**src/rtl/simd_mul_pkg.sv**
```systemverilog
// simd_mul_pkg
//   Shared types and helpers for the SIMD multiply packing scheduler:
//   precision-mode encodings, FSM state encodings and a lanes-per-mode helper.
package simd_mul_pkg;

    typedef enum logic [1:0] {
        MODE_INT8 = 2'b00,
        MODE_INT4 = 2'b01,
        MODE_INT2 = 2'b10,
        MODE_RSVD = 2'b11
    } mode_t;

    typedef enum logic [1:0] {
        ST_EMPTY = 2'b00,
        ST_FILL  = 2'b01,
        ST_ISSUE = 2'b10,
        ST_OUT   = 2'b11
    } state_t;

    // Number of lanes packed into one 8-bit operand pair for a given mode.
    // The reserved mode reports a single lane; it is never packed.
    function automatic logic [2:0] lanes_per_mode(input mode_t mode);
        case (mode)
            MODE_INT4: lanes_per_mode = 3'd2;
            MODE_INT2: lanes_per_mode = 3'd4;
            default:   lanes_per_mode = 3'd1;
        endcase
    endfunction

endpackage

```
**src/rtl/simd_mul_scheduler_mult.sv**
```systemverilog
// eight_bit_multiplier
//   Combinational SIMD multiplier over one 8-bit operand pair. All three
//   lane interpretations are produced in parallel; the caller selects one.
//   Ports:
//     a, b  in  8   packed unsigned operands
//     p8    out 16  full 8x8 product
//     p4    out 16  {a[7:4]*b[7:4], a[3:0]*b[3:0]}, 8 bits per lane
//     p2    out 16  four 2x2 products, 4 bits per lane, lane 0 in [3:0]
module eight_bit_multiplier (
    input  logic [7:0]  a,
    input  logic [7:0]  b,
    output logic [15:0] p8,
    output logic [15:0] p4,
    output logic [15:0] p2
);

    assign p8 = {8'b0, a} * {8'b0, b};

    always_comb begin
        p4 = '0;
        for (int k = 0; k < 2; k++) begin
            p4[k*8 +: 8] = {4'b0, a[k*4 +: 4]} * {4'b0, b[k*4 +: 4]};
        end
    end

    always_comb begin
        p2 = '0;
        for (int k = 0; k < 4; k++) begin
            p2[k*4 +: 4] = {2'b0, a[k*2 +: 2]} * {2'b0, b[k*2 +: 2]};
        end
    end

endmodule

```
**src/rtl/simd_mul_scheduler.sv**
```systemverilog
// simd_mul_scheduler
//   Packs same-mode single-lane multiply requests into one 8-bit operand
//   pair, issues the pair to an eight_bit_multiplier and returns the packed
//   products with a lane-valid mask. Partial packs issue on flush, on a mode
//   change, or after TIMEOUT idle cycles in FILL (TIMEOUT = 0 disables it).
//   Ports:
//     CLK, nrst             clock (rising edge), synchronous active-low reset
//     in_valid/in_ready     request handshake
//     in_mode               00 int8, 01 int4, 10 int2, 11 reserved
//     in_a, in_b            right-aligned unsigned lane operands
//     flush                 force issue of the current partial pack
//     out_valid/out_ready   result handshake
//     out_mode, out_lanes   mode and lane-valid mask of the issued pack
//     out_data              packed products
//     err                   one-cycle pulse when a reserved-mode request is consumed
module simd_mul_scheduler
    import simd_mul_pkg::*;
#(
    parameter int TIMEOUT = 15
) (
    input  logic        CLK,
    input  logic        nrst,
    input  logic        in_valid,
    output logic        in_ready,
    input  logic [1:0]  in_mode,
    input  logic [7:0]  in_a,
    input  logic [7:0]  in_b,
    input  logic        flush,
    output logic        out_valid,
    input  logic        out_ready,
    output logic [1:0]  out_mode,
    output logic [3:0]  out_lanes,
    output logic [15:0] out_data,
    output logic        err
);

    localparam int CNT_W = $clog2(TIMEOUT + 2);

    state_t           state;
    mode_t            pack_mode;
    logic [7:0]       pa, pb;
    logic [3:0]       mask;
    logic [1:0]       lane_idx;
    logic [CNT_W-1:0] cnt;

    mode_t      req_mode;
    logic [7:0] pa_ins, pb_ins;
    logic [3:0] mask_ins;
    logic       full_ins;
    logic       mismatch;
    logic       timeout_hit;
    logic [15:0] p8, p4, p2;
    logic [15:0] prod_sel;

    assign req_mode = mode_t'(in_mode);

    // A request of another mode (reserved included) closes the partial pack.
    assign mismatch = in_valid && (req_mode != pack_mode);

    assign timeout_hit = (TIMEOUT != 0) && (cnt == CNT_W'(TIMEOUT - 1));

    always_comb begin
        case (state)
            ST_EMPTY: in_ready = 1'b1;
            ST_FILL:  in_ready = !mismatch;
            default:  in_ready = 1'b0;
        endcase
    end

    // Pack registers with the incoming request merged into lane lane_idx.
    // Only meaningful when the request is accepted; lane_idx is 0 in EMPTY.
    always_comb begin
        // NOTE: every output of this block gets a default first so no path
        // leaves a value unassigned and no latch is inferred.
        pa_ins   = pa;
        pb_ins   = pb;
        mask_ins = mask | (4'b0001 << lane_idx);
        case (req_mode)
            MODE_INT4: begin
                pa_ins = pa | ({4'b0, in_a[3:0]} << {lane_idx[0], 2'b00});
                pb_ins = pb | ({4'b0, in_b[3:0]} << {lane_idx[0], 2'b00});
            end
            MODE_INT2: begin
                pa_ins = pa | ({6'b0, in_a[1:0]} << {lane_idx, 1'b0});
                pb_ins = pb | ({6'b0, in_b[1:0]} << {lane_idx, 1'b0});
            end
            default: begin
                pa_ins = in_a;
                pb_ins = in_b;
            end
        endcase
        full_ins = ({1'b0, lane_idx} == (lanes_per_mode(req_mode) - 3'd1));
    end

    eight_bit_multiplier u_mult (
        .a  (pa),
        .b  (pb),
        .p8 (p8),
        .p4 (p4),
        .p2 (p2)
    );

    always_comb begin
        case (pack_mode)
            MODE_INT8: prod_sel = p8;
            MODE_INT4: prod_sel = p4;
            MODE_INT2: prod_sel = p2;
            default:   prod_sel = '0;
        endcase
    end

    // NOTE: all state below is sequential and uses non-blocking assignments,
    // so every register samples the pre-edge values of its neighbours.
    always_ff @(posedge CLK) begin
        if (!nrst) begin
            state     <= ST_EMPTY;
            pack_mode <= MODE_INT8;
            pa        <= '0;
            pb        <= '0;
            mask      <= '0;
            lane_idx  <= '0;
            cnt       <= '0;
            out_valid <= 1'b0;
            out_mode  <= '0;
            out_lanes <= '0;
            out_data  <= '0;
            err       <= 1'b0;
        end else begin
            err <= 1'b0;
            case (state)
                ST_EMPTY: begin
                    if (in_valid) begin
                        if (req_mode == MODE_RSVD) begin
                            // Consumed and dropped; the pack stays empty.
                            err <= 1'b1;
                        end else begin
                            pa        <= pa_ins;
                            pb        <= pb_ins;
                            mask      <= mask_ins;
                            pack_mode <= req_mode;
                            lane_idx  <= lane_idx + 2'd1;
                            cnt       <= '0;
                            state     <= (full_ins || flush) ? ST_ISSUE : ST_FILL;
                        end
                    end
                end

                ST_FILL: begin
                    if (mismatch) begin
                        state <= ST_ISSUE;
                    end else if (in_valid) begin
                        pa       <= pa_ins;
                        pb       <= pb_ins;
                        mask     <= mask_ins;
                        lane_idx <= lane_idx + 2'd1;
                        cnt      <= '0;
                        state    <= (full_ins || flush) ? ST_ISSUE : ST_FILL;
                    end else if (flush || timeout_hit) begin
                        state <= ST_ISSUE;
                    end else begin
                        cnt <= cnt + 1'b1;
                    end
                end

                ST_ISSUE: begin
                    out_data  <= prod_sel;
                    out_lanes <= mask;
                    out_mode  <= pack_mode;
                    out_valid <= 1'b1;
                    pa        <= '0;
                    pb        <= '0;
                    mask      <= '0;
                    lane_idx  <= '0;
                    cnt       <= '0;
                    state     <= ST_OUT;
                end

                ST_OUT: begin
                    if (out_ready) begin
                        out_valid <= 1'b0;
                        state     <= ST_EMPTY;
                    end
                end

                default: state <= ST_EMPTY;
            endcase
        end
    end

endmodule

```
**config.mk**
```make
export PLATFORM = sky130hd
export DESIGN_NAME = simd_mul_scheduler
export DESIGN_NICKNAME = d
export VERILOG_FILES = /design/src/rtl/simd_mul_pkg.sv /design/src/rtl/simd_mul_scheduler_mult.sv /design/src/rtl/simd_mul_scheduler.sv
export SDC_FILE = /design/constraint.sdc
export NUM_CORES = 1
export LEC_CHECK = 0
export ABC_AREA = 1
export BUFFER_PORTS_ARGS = -buffer_cell sky130_fd_sc_hd__buf_2
export CAP_MARGIN = 20
export CELL_PAD_IN_SITES_DETAIL_PLACEMENT = 1
export CELL_PAD_IN_SITES_GLOBAL_PLACEMENT = 1
export CORE_MARGIN = 1
export CORE_UTILIZATION = 44
export DETAILED_ROUTE_END_ITERATION = 7
export HOLD_SLACK_MARGIN = 0.06
export PLACE_DENSITY_LB_ADDON = 0.08
export SYNTH_ARGS = -nofsm -noshare
export SYNTH_HDL_FRONTEND = slang
export SYNTH_SLANG_ARGS = --single-unit
export TNS_END_PERCENT = 100
```
**constraint.sdc**
```tcl
create_clock -name CLK -period 5.6 [get_ports CLK]
set_clock_uncertainty 0.15 [all_clocks]
set_input_delay 0.56 -clock CLK [delete_from_list [all_inputs] [get_ports CLK]]
set_output_delay 0.56 -clock CLK [all_outputs]
set_load 0.05 [all_outputs]
```
==> summary.md, run 1 <==
| Metric | Value |
|---|---|
| Most numerous cell in the Yosys netlist | `nand2_1` |
| # IOs | `48` |
| # rows | `42` |
| Tightest Pin Transition | `0.862 ns` |
| Class of the most critical setup path | `reg -> reg` |
| Core Util, Final | `48.6%` |
| Critical path's slowest cell | `dfxtp_1` |
| PwrDens | `362 mW/mm²` |
| Unique cell type count in the Yosys netlist | `40` |
| Seq/Total Area, Yosys | `18.5%` |
| Final nets | `1048` |
| F_max | `around 0.22 GHz` |
| Clock Latency Late Sink | `0.31 ns` |
| Post-CTS sizing | `0` |
| Post-synth top flop | `dfxtp_1` |
| Max incr delay on CP | `between 0.5 and 0.6 ns` |
| Top cell type's share of synthesized area | `approximately 18%` |
| Data arrival, critical path | `4.49 ns` |
| Post-synthesis cell count | `892` |
| H-tree depth | `2` |
| Die Width | `approximately 120 µm` |
| Min Tclk post-route | `4.45 ns` |
| Largest net degree at the start of global routing | `35` |
| CTS tree | `done` |
| Max-Slew Margin vs Limit | `between 40 and 50%` |
| Setup TNS Final | `0 ns` |
| Post-detail-place hpwl | `13900 µm` |
| Worst-path clk slew | `0.08 ns` |
| Final Slew Violations | `0` |
| CP delay by family, top | `adder cells` |
| Number of diodes | `0` |
| HP Class | `reg -> reg` |
| CTS Sinks | `55` |
| Pre-Repair DR Iteration Count | `6` |
| Clk buf depth | `2` |
| Hold Vio Cnt, Final | `0` |
| Ys async rst share | `0%` |
| Critical path buffers and inverters | `4` |
| Max FO, Critical Path | `9` |
| Critical Path End Type | `register` |
| Syn_nets | `1024` |
| Final antenna-violating net count | `0` |
| Die ar. | `about 0.014 mm²` |
| Met3 Use GR | `4.05%` |
| Area delta synth->final | `7.96%` |
| Failing checks | `design-rule violations` |
| Number of flops mapped to enable cells by yosys | `0` |
| Leak | `3.90 nW` |
| Via count | `~5600` |
| Total GRT Usage | `25.4%` |
| # Max-Cap Violations | `0` |
| Mapped Area | `between 0.005 and 0.006 mm²` |
| Yosys reg bits | `55` |
| Chip Height | `118 µm` |
| Final WL | `17100 µm` |
| CTS Hold Buffers Added | `0` |
| Initial Util | `45.0%` |
| CTS buffer count | `5` |
| Share of cells above drive strength 1 | `8.94%` |
| Initial antenna violation count | `0` |
| Met1 Resource Use GR | `33.5%` |
| Vias in the first global route | `5836` |
| Status | `finished with violations` |
| Clock Tree Root | `clkbuf_16` |
| GP Congestion | `slightly above 0.9` |
| GRT overflow | `0` |
| First-pass GRT wire length | `28400 µm` |
| Std-Cell Core Area | `0.0132 mm²` |
| IO buf count | `47` |
| DRC violation count after routing | `1` |
| Vias per Instance | `5.15` |
| GR Layer Usage met2 | `43.4%` |
| Syn_area_per_cell | `6.68 µm²` |
| 1st-iter DRT viols | `209` |
| RSZ-0062 raised after global routing | `false` |
| Synth warn | `0` |
| Worst vdd ir | `0.179 mV` |
| Commonest cells in the netlist | `nand2_1 (257), inv_1 (195), ha_1 (66)` |
| Area contributors post-synth | `dfxtp_1 (18%), nand2_1 (16%), fa_1 (14%)` |
| Worst path required time | `5.64 ns` |
| Final setup fails | `0` |
| Crit share post-route | `between 70% and 80%` |
| Grt peak-use layer | `met2` |
| Routed length per instance | `15.6 µm` |
| Critical path, cell by cell | `nand2_1 > fa_1 > fa_1 > inv_1 > fa_1 > inv_1 > fa_1 > inv_1 > ha_1 > nand2_1 > inv_1 > a21oi_1 > nor2_1 > o21ai_0 > nand2_1` |
| Setup Fix Bufs, Post-CTS | `0` |
| Biggest area consumer among synthesized cells | `dfxtp_1` |
| Worst Setup Start Kind | `register` |
==> placed cells by master (no fill, tap or decap), drive strengths merged, types with 7 or more instances in the layout <==
| master | n |
|---|---|
| o21bai | 7 |
| a21oi | 37 |
| fa | 43 |
| ha | 66 |
| o21ai | 33 |
| inv | 204 |
| dfxtp | 55 |
| buf | 49 |
| or2 | 7 |
| nand2 | 262 |
| o22ai | 10 |
| a31oi | 10 |
| nor2 | 55 |
| nor3 | 7 |
| nand3 | 40 |
==> where the power goes <==
group / switching [mW] / internal, mW
Clock: 0.170 / 0.169
Combinational: 0.888 / 0.423
Sequential: 0.186 / 0.490
Total: 1.24 / 1.08
==> final cells by class <==
cell class,count,area [µm²]
fill,1797,6810
tap,176,220
timing repair buffer,49,250
clock buffer,5,125
clock inverter,3,22.5
multi-input combinational,603,3950
sequential,55,1100
inverter,202,763
==> registers in the layout, summed over array words and instances (netlist names) <==
name and flops:
out_mode 2, state 2, pack_mode 2, out_lanes 4
mask 4, out_data 16, pa 8, cnt 5
err 1, pb 8, out_valid 1, lane_idx 2
==> through the flow <==
stage	instances	worst slack, ns	power [mW]	area, µm²	hold slack [ns]
final	1093	1.15	2.33	6430	0.304
after global routing	1093	0.919	2.53	6430	0.331
after CTS	1093	1.16	2.34	6430	0.308
after detailed placement	1085	1.22	1.99	6280	0.292
after global placement	1084	1.29	1.93	6280	0.280
after floorplan	892	1.56	1.64	5960	0.280
==> layer usage <==
metal	up-vias	share of wire, %
li1	2776	-
met1	2755	47
met2	91	47
met3	12	4.0
met4	0	1.4
met5	-	0
==> final timing paths <==
kind / slack [ns] / startpoint / cells after the start / to
max: 1.15 / pa[0]$_SDFFE_PN0P_ / 15 / out_data[8]$_SDFFE_PN0P_
min: 0.30 / out_data[10]$_SDFFE_PN0P_ / 2 / out_data[10]$_SDFFE_PN0P_
max reg2reg: 1.15 / pa[0]$_SDFFE_PN0P_ / 15 / out_data[8]$_SDFFE_PN0P_
min reg2reg: 0.30 / out_data[10]$_SDFFE_PN0P_ / 2 / out_data[10]$_SDFFE_PN0P_
==> tightest hold or removal path: cells and delay by family (launching register included) <==
kind / cells / cell delay [ns]
and+or+nand+nor: 2 / 0.10
DFF: 1 / 0.31
==> cell families after synthesis <==
family / count (synthesis) / share of synthesized area (%)
AND/OR/NAND/NOR: 379 / 26.4
buffers and inverters: 234 / 15.2
AO/OA/AOI/OAI: 110 / 10.8
adder cells (fa/ha/maj): 109 / 28.3
flip-flops: 55 / 18.5
XOR/XNOR: 5 / 0.735
No activity file was read; power rests on OpenSTA's default activity.
==> run 2: changes to the inputs <==
CORE_UTILIZATION = 40   (was 44)
clock period = 4 ns   (was 5.6 ns; I/O delays follow)
==> run 2 against run 1 <==
The run now ends clean. Core utilization up 0.45 points. Sequential power is 36% higher. Count of clock-buffer cells in the layout unchanged. Maximum frequency grew 12%. Setup slack worse by 1.1 ns. Final area up 11%. Die area grew 9.8%. Combinational power rose by 86%. Flip-flop and latch count did not move. First-iteration DRC count is 7.2% higher. Wire length grew 7.4%. Critical path type unchanged. Critical endpoint is now out_data[15]$_SDFFE_PN0P_. Largest cell class unchanged.
==> summary.md, run 2 (synthesis results as in run 1) <==
| Metric | Value |
|---|---|
| CTS buffer count | `5 (unchanged)` |
| Final nets | `1102 (was 1048)` |
| Chip Height | `124 µm (was 118 µm)` |
| R2R setup slack | `0.03 ns (was 1.15 ns)` |
| Final antenna-violating net count | `0 (unchanged)` |
| RSZ-0062 raised after global routing | `true (was false)` |
| First-pass GRT wire length | `29300 µm (was 28400 µm)` |
| CTS Sinks | `55 (unchanged)` |
| Vias in the first global route | `5925 (was 5836)` |
| Worst path required time | `4.06 ns (was 5.64 ns)` |
| Max-Slew Margin vs Limit | `48.7% (was 42.3%)` |
| DRC violation count after routing | `0 (was 1)` |
| Part of the power in registers | `23.9% (was 29.1%)` |
| Worst R2R Start | `pb[4]$_SDFFE_PN0P_ (was pa[0]$_SDFFE_PN0P_)` |
| Worst Setup Start Kind | `register (unchanged)` |
| Clk buf depth | `2 (unchanged)` |
| Largest net degree at the start of global routing | `26 (was 35)` |
| # Max-Cap Violations | `0 (unchanged)` |
| 1st-iter DRT viols | `224 (was 209)` |
| Min Tclk post-route | `3.97 ns (was 4.45 ns)` |
| Status | `finished, final reports clean (was finished with violations)` |
| GP Congestion | `0.884 (was 0.907)` |
| Critical path's slowest cell | `fa_1 (was dfxtp_1)` |
| Final setup margin | `0.0290 ns (was 1.15 ns)` |
| Tightest Pin Transition | `0.768 ns (was 0.862 ns)` |
| Area delta synth->final | `19.6% (was 7.96%)` |
| Largest register by flop count | `out_data (unchanged)` |
| Inst Count DP | `1139 (was 1085)` |
| IO buf count | `47 (unchanged)` |
| Vias per Instance | `5.09 (was 5.15)` |
| F_max | `0.252 GHz (was 0.225 GHz)` |
| Critical path buffers and inverters | `3 (was 4)` |
| FF-to-FF path depth | `20 (was 15)` |
| Pre-CTS setup slack | `-0.311 ns (was 1.22 ns)` |
| Final Cell Area | `0.00712 mm² (was 0.00643 mm²)` |
| Critical path, cell by cell | `nand2_4 > inv_1 > fa_1 > fa_1 > fa_1 > inv_2 > fa_1 > inv_1 > ha_4 > nand2_2 > nand2_4 > nand2_2 > nand2_1 > nand2_2 > nand3_2 > nand2_2 > nand3_2 > nand2_1 > nand2_1 > nand2_1 (was nand2_1 > fa_1 > fa_1 > inv_1 > fa_1 > inv_1 > fa_1 > inv_1 > ha_1 > nand2_1 > inv_1 > a21oi_1 > nor2_1 > o21ai_0 > nand2_1)` |
| Most frequent cells in the layout | `nand2_1 (234), inv_1 (188), ha_1 (59) (was nand2_1 (257), inv_1 (195), ha_1 (66))` |
| Biggest registers after layout | `out_data x16, pa x8, pb x8 (unchanged)` |
| Leak | `4.24 nW (was 3.90 nW)` |
| Max FO, Critical Path | `6 (was 9)` |
| R2r endpoint | `out_data[15]$_SDFFE_PN0P_ (was out_data[8]$_SDFFE_PN0P_)` |
| Class of the most critical setup path | `reg -> reg (unchanged)` |
| Hold Path Depth | `3 (was 2)` |
| Sw frac | `50.5% (was 53.5%)` |
| Die Width | `124 µm (was 118 µm)` |
| Max reg flops | `16 (unchanged)` |
| Pwr Total | `3.84 mW (was 2.33 mW)` |
| Via count | `5884 (was 5634)` |
| Hold Path End | `pb[6]$_SDFFE_PN0P_ (was out_data[10]$_SDFFE_PN0P_)` |
| Crit share post-route | `99.3% (was 79.4%)` |
| Critical Path End Type | `register (unchanged)` |
| Die ar. | `0.0154 mm² (was 0.0140 mm²)` |
| Fill cell count | `1924 (was 1797)` |
| Final WL | `18400 µm (was 17100 µm)` |
| Post-detail-place hpwl | `14800 µm (was 13900 µm)` |
| Number of diodes | `0 (unchanged)` |
| HP Class | `in -> reg (was reg -> reg)` |
| H-tree depth | `2 (unchanged)` |
| CTS tree | `done (unchanged)` |
| Routed length per instance | `15.9 µm (was 15.6 µm)` |
| Initial Util | `41.0% (was 45.0%)` |
| Comb pwr share | `63.5% (was 56.4%)` |
| Total GRT Usage | `24.8% (was 25.4%)` |
| Clock Tree Root | `clkbuf_16 (unchanged)` |
| PwrDens | `539 mW/mm² (was 362 mW/mm²)` |
| Clock Power Share | `12.6% (was 14.6%)` |
| Initial antenna violation count | `0 (unchanged)` |
| Switching Power | `1.94 mW (was 1.24 mW)` |
| Final non-filler cell total | `1155 (was 1093)` |
| Pre-Repair DR Iteration Count | `4 (was 6)` |
| Leading cell type in the layout, fill and taps excluded | `nand2_1 (unchanged)` |
| CP delay by family, top | `adder cells (unchanged)` |
| Hold Crit Start | `in_b[6] (was out_data[10]$_SDFFE_PN0P_)` |
| Final setup fails | `0 (unchanged)` |
| Worst hold slack | `0.183 ns (was 0.304 ns)` |
| GRT overflow | `0 (unchanged)` |
| Post-DP Area | `0.00664 mm² (was 0.00628 mm²)` |
| Worst-path clk slew | `0.09 ns (was 0.08 ns)` |
| Clock Latency Late Sink | `0.32 ns (was 0.31 ns)` |
| Data arrival, critical path | `4.03 ns (was 4.49 ns)` |
| Final Slew Violations | `0 (unchanged)` |
| Hold Vio Cnt, Final | `0 (unchanged)` |
| # IOs | `48 (unchanged)` |
| Std-Cell Core Area | `0.0145 mm² (was 0.0132 mm²)` |
| Share of cells above drive strength 1 | `20.9% (was 8.94%)` |
| Max incr delay on CP | `0.56 ns (was 0.58 ns)` |
| # rows | `44 (was 42)` |
| Worst vdd ir | `0.273 mV (was 0.179 mV)` |
| Int Pwr | `1.90 mW (was 1.08 mW)` |
## run 2: cell count changes in the layout (fill, tap and decap cells not counted), moves of 5 or more
cell     before  now
buf_4         2   56
nand2_1     257  234
nand2_2       2   20
dfxtp_1      55   42
dfxtp_4       0   10
ha_1         66   59
inv_1       195  188
inv_2         6   13
nand3_1      39   32
ha_4          0    6
nand3_2       1    7
nand2_4       2    7
nor2_1       52   47
## run 2: worst reg2reg max path: stages, from the launching register on
cell	delay [ns]
dfxtp_4	0.39
nand2_4	0.08
inv_1	0.05
fa_1	0.56
fa_1	0.46
fa_1	0.54
inv_2	0.04
fa_1	0.52
inv_1	0.06
ha_4	0.31
nand2_2	0.07
nand2_4	0.09
nand2_2	0.07
nand2_1	0.07
nand2_2	0.06
nand3_2	0.08
nand2_2	0.05
nand3_2	0.05
nand2_1	0.05
nand2_1	0.05
nand2_1	0.04
## run 2: final cells by class
cell class / count / area [µm²] / share of cell area [%]
Sequential cell: 55 / 1140 / 16.0
Clock buffer: 5 / 125 / 1.76
Timing Repair Buffer: 103 / 656 / 9.20
Inverter: 202 / 763 / 10.7
Multi-Input combinational cell: 603 / 4180 / 58.7
Tap cell: 184 / 230 / 3.23
Clock inverter: 3 / 25.0 / 0.351
## run 2: power by group through the flow
stage	Combinational (mW)	Sequential [mW]	Clock [mW]
2_1_floorplan	1.40	0.908	0
3_3_place_gp	2.09	0.883	0
3_5_place_dp	2.17	0.892	0
4_1_cts	2.31	0.905	0.500
5_1_grt	2.69	0.938	0.514
6_report	2.44	0.917	0.484
## run 2: timing repair
action	in CTS	in global routing
setup buffers	4	4
hold buffers	0	0
setup endpoints to repair	11	11
pin swaps	7	34
gates resized for setup	45	42
hold endpoints to repair	0	0
## run 2: through the flow
step	TNS (ns)	util (%)
floorplan	0	-
detailed placement	-2.38	45.7
global placement	-1.30	45.7
global route	-0.483	49.0
CTS	-0.0171	47.9
finish	0	49.0
## run 2: per-layer routing
metal / share of wire (%) / track usage (%)
met5: 0 / 0
met4: 1.8 / 6.25
met3: 2.4 / 2.70
met2: 50 / 43.1
met1: 46 / 32.5
## run 2: how the worst max path moves through the flow
stage / from / end / slack, ns / cells after the start
floorplan: pb[5]$_SDFFE_PN0P_ / out_data[14]$_SDFFE_PN0P_ / 0.01 / 20
global placement: pb[6]$_SDFFE_PN0P_ / out_data[14]$_SDFFE_PN0P_ / -0.18 / 18
detailed placement: pb[3]$_SDFFE_PN0P_ / out_data[15]$_SDFFE_PN0P_ / -0.31 / 18
CTS: pb[2]$_SDFFE_PN0P_ / out_data[15]$_SDFFE_PN0P_ / -0.02 / 20
global route: pb[7]$_SDFFE_PN0P_ / out_data[13]$_SDFFE_PN0P_ / -0.12 / 17
finish: pb[4]$_SDFFE_PN0P_ / out_data[15]$_SDFFE_PN0P_ / 0.03 / 20
==> run 3: changes to the inputs <==
--- a/config.mk
+++ b/config.mk
@@ -13,3 +13,3 @@
 export CORE_MARGIN = 1
-export CORE_UTILIZATION = 40
+export CORE_UTILIZATION = 44
 export DETAILED_ROUTE_END_ITERATION = 7
==> constraint.sdc (replaced) <==
create_clock -name CLK -period 4.2 [get_ports CLK]
set_clock_uncertainty 0.15 [all_clocks]
set_input_delay 0.63 -clock CLK [delete_from_list [all_inputs] [get_ports CLK]]
set_output_delay 0.63 -clock CLK [all_outputs]
set_load 0.05 [all_outputs]
==> run 3 against run 2 <==
Critical path depth stayed put. Setup slack better by 0.12 ns. First-iteration DRC count up 8.0%. Via count down 1.9%. Maximum frequency down 1.9%. Worst hold slack better by 0.12 ns.
==> summary.md, run 3 (synthesis results as in run 1) <==
| Metric | Value |
|---|---|
| Max reg flops | `16 (unchanged)` |
| F_max | `0.247 GHz (was 0.252 GHz)` |
| Pre-Repair DR Iteration Count | `6 (was 4)` |
| Clk buf depth | `2 (unchanged)` |
| H-tree depth | `2 (unchanged)` |
| Hold Crit Start | `out_data[14]$_SDFFE_PN0P_ (was in_b[6])` |
| Std-Cell Core Area | `0.0132 mm² (was 0.0145 mm²)` |
| Hold Path Depth | `2 (was 3)` |
| Critical Path End Type | `register (unchanged)` |
| HP Class | `reg -> reg (was in -> reg)` |
| Fill cell count | `1785 (was 1924)` |
| Pwr Total | `3.36 mW (was 3.84 mW)` |
| PwrDens | `496 mW/mm² (was 539 mW/mm²)` |
| DRC violation count after routing | `0 (unchanged)` |
| CP Launch Point | `pb[4]$_SDFFE_PN0P_ (unchanged)` |
| Final Slew Violations | `0 (unchanged)` |
| Worst Setup Start Kind | `register (unchanged)` |
| Min Tclk post-route | `4.05 ns (was 3.97 ns)` |
| R2r endpoint | `out_data[15]$_SDFFE_PN0P_ (unchanged)` |
| Initial antenna violation count | `0 (unchanged)` |
| CTS buffer count | `5 (unchanged)` |
| Final Cell Area | `0.00677 mm² (was 0.00712 mm²)` |
| # IOs | `48 (unchanged)` |
| Post-DP Area | `0.00645 mm² (was 0.00664 mm²)` |
| Final WL | `17500 µm (was 18400 µm)` |
| Via count | `5773 (was 5884)` |
| Initial Util | `45.0% (was 41.0%)` |
| Data arrival, critical path | `4.11 ns (was 4.03 ns)` |
| Post-detail-place hpwl | `14000 µm (was 14800 µm)` |
| Final setup fails | `0 (unchanged)` |
| Chip Height | `118 µm (was 124 µm)` |
| Leak | `4.05 nW (was 4.24 nW)` |
| FF-to-FF path depth | `20 (unchanged)` |
| Worst path required time | `4.26 ns (was 4.06 ns)` |
| 1st-iter DRT viols | `242 (was 224)` |
| Vias per Instance | `5.16 (was 5.09)` |
| Die ar. | `0.0140 mm² (was 0.0154 mm²)` |
| Status | `finished, final reports clean (unchanged)` |
| Worst R2R Start | `pb[4]$_SDFFE_PN0P_ (unchanged)` |
| Biggest registers after layout | `out_data x16, pa x8, pb x8 (unchanged)` |
| Total GRT Usage | `25.9% (was 24.8%)` |
| Class of the most critical setup path | `reg -> reg (unchanged)` |
| # Max-Cap Violations | `0 (unchanged)` |
| Leading cell type in the layout, fill and taps excluded | `nand2_1 (unchanged)` |
| Vias in the first global route | `6000 (was 5925)` |
| Worst-path clk slew | `0.08 ns (was 0.09 ns)` |
| CTS Sinks | `55 (unchanged)` |
| Final antenna-violating net count | `0 (unchanged)` |
| Largest net degree at the start of global routing | `26 (unchanged)` |
| IO buf count | `47 (unchanged)` |
| Clock Latency Late Sink | `0.31 ns (was 0.32 ns)` |
| CTS Hold Buffers Added | `0 (unchanged)` |
| GP Congestion | `0.887 (was 0.884)` |
| R2R setup slack | `0.15 ns (was 0.03 ns)` |
| # rows | `42 (was 44)` |
| Core Util, Final | `51.1% (was 49.0%)` |
| Clock Tree Root | `clkbuf_16 (unchanged)` |
| Hold Vio Cnt, Final | `0 (unchanged)` |
| First-pass GRT wire length | `28800 µm (was 29300 µm)` |
| Routed length per instance | `15.6 µm (was 15.9 µm)` |
| Hold Path End | `out_data[14]$_SDFFE_PN0P_ (was pb[6]$_SDFFE_PN0P_)` |
| Number of diodes | `0 (unchanged)` |
| Tightest Pin Transition | `0.893 ns (was 0.768 ns)` |
| Max FO, Critical Path | `6 (unchanged)` |
| GRT overflow | `0 (unchanged)` |
| Max-Slew Margin vs Limit | `40.4% (was 48.7%)` |
| Final nets | `1073 (was 1102)` |
| CTS tree | `done (unchanged)` |
| Worst vdd ir | `0.296 mV (was 0.273 mV)` |
| RSZ-0062 raised after global routing | `true (unchanged)` |
| Area delta synth->final | `13.7% (was 19.6%)` |
| Crit share post-route | `96.4% (was 99.3%)` |
| Most frequent cells in the layout | `nand2_1 (250), inv_1 (195), ha_1 (60) (was nand2_1 (234), inv_1 (188), ha_1 (59))` |
| Share of cells above drive strength 1 | `15.1% (was 20.9%)` |
| Die Width | `118 µm (was 124 µm)` |
| Largest register by flop count | `out_data (unchanged)` |
==> run 3: cell types whose count changed in the layout (fill, tap and decap cells not counted), moves of 7 or more <==
cell | before | now
inv_2 | 13 | 6
nand2_2 | 20 | 8
nand2_1 | 234 | 250
inv_1 | 188 | 195
buf_4 | 56 | 26
==> run 3: report_power, final <==
part / leakage, nW / total (mW) / internal (mW) / switching, mW
registers: 0.456 / 0.855 / 0.677 / 0.178
logic: 3.52 / 2.04 / 0.720 / 1.32
clock network: 0.0723 / 0.467 / 0.229 / 0.238
==> run 3: cell type report <==
cell class / instances / area, µm² / share of cell area (%)
Tap cell: 176 / 220 / 3.25
Clock inverter: 3 / 27.5 / 0.406
Clock buffer: 5 / 125 / 1.85
Inverter: 202 / 763 / 11.3
Multi-Input combinational cell: 603 / 4060 / 60.0
Sequential cell: 55 / 1140 / 16.8
Timing Repair Buffer: 74 / 435 / 6.43
==> run 3: worst max-delay path by stage <==
stage                                      endpoint  slack [ns]  depth (start not counted)
after detailed placement  out_data[15]$_SDFFE_PN0P_       -0.06                         18
after global placement    out_data[12]$_SDFFE_PN0P_       0.007                         18
after CTS                 out_data[14]$_SDFFE_PN0P_        0.02                         19
after floorplan           out_data[14]$_SDFFE_PN0P_        0.16                         20
final                     out_data[15]$_SDFFE_PN0P_        0.15                         20
after global routing      out_data[15]$_SDFFE_PN0P_       -0.02                         20
==> run 3: worst max-delay path: stages, from the launching register on <==
cell	delay [ns]
dfxtp_4	0.41
nand2_1	0.06
inv_1	0.10
fa_1	0.46
fa_1	0.52
fa_1	0.55
inv_1	0.06
fa_1	0.53
inv_1	0.06
ha_4	0.30
nand2_2	0.08
inv_1	0.08
nand2_1	0.08
nand2_1	0.07
nand2_1	0.06
nand3_1	0.08
nand2_1	0.06
nand3_1	0.06
nand2_1	0.06
nand2_1	0.06
nand2_1	0.05
==> run 3: stage by stage <==
step	setup WS (ns)	hold WS [ns]	setup TNS [ns]	cells
after CTS	0.0159	0.305	0	1115
after global routing	-0.0175	0.341	-0.0401	1118
after global placement	0.00696	0.281	0	1107
after detailed placement	-0.0629	0.287	-0.213	1107
after floorplan	0.160	0.280	0	892
final	0.151	0.301	0	1118
==> run 3: what timing repair did <==
item	in CTS	in global routing
buffers inserted	0	3
setup endpoints to repair	7	10
pin swaps	0	6
gates resized for setup	7	39
==> run 3: metal layers <==
layer	wire length, µm	global-route usage (%)	vias up
met2	8500	44.4	99
met3	598	3.81	22
li1	-	-	2830
met5	0	0	-
met1	8060	33.7	2822
met4	303	7.05	0
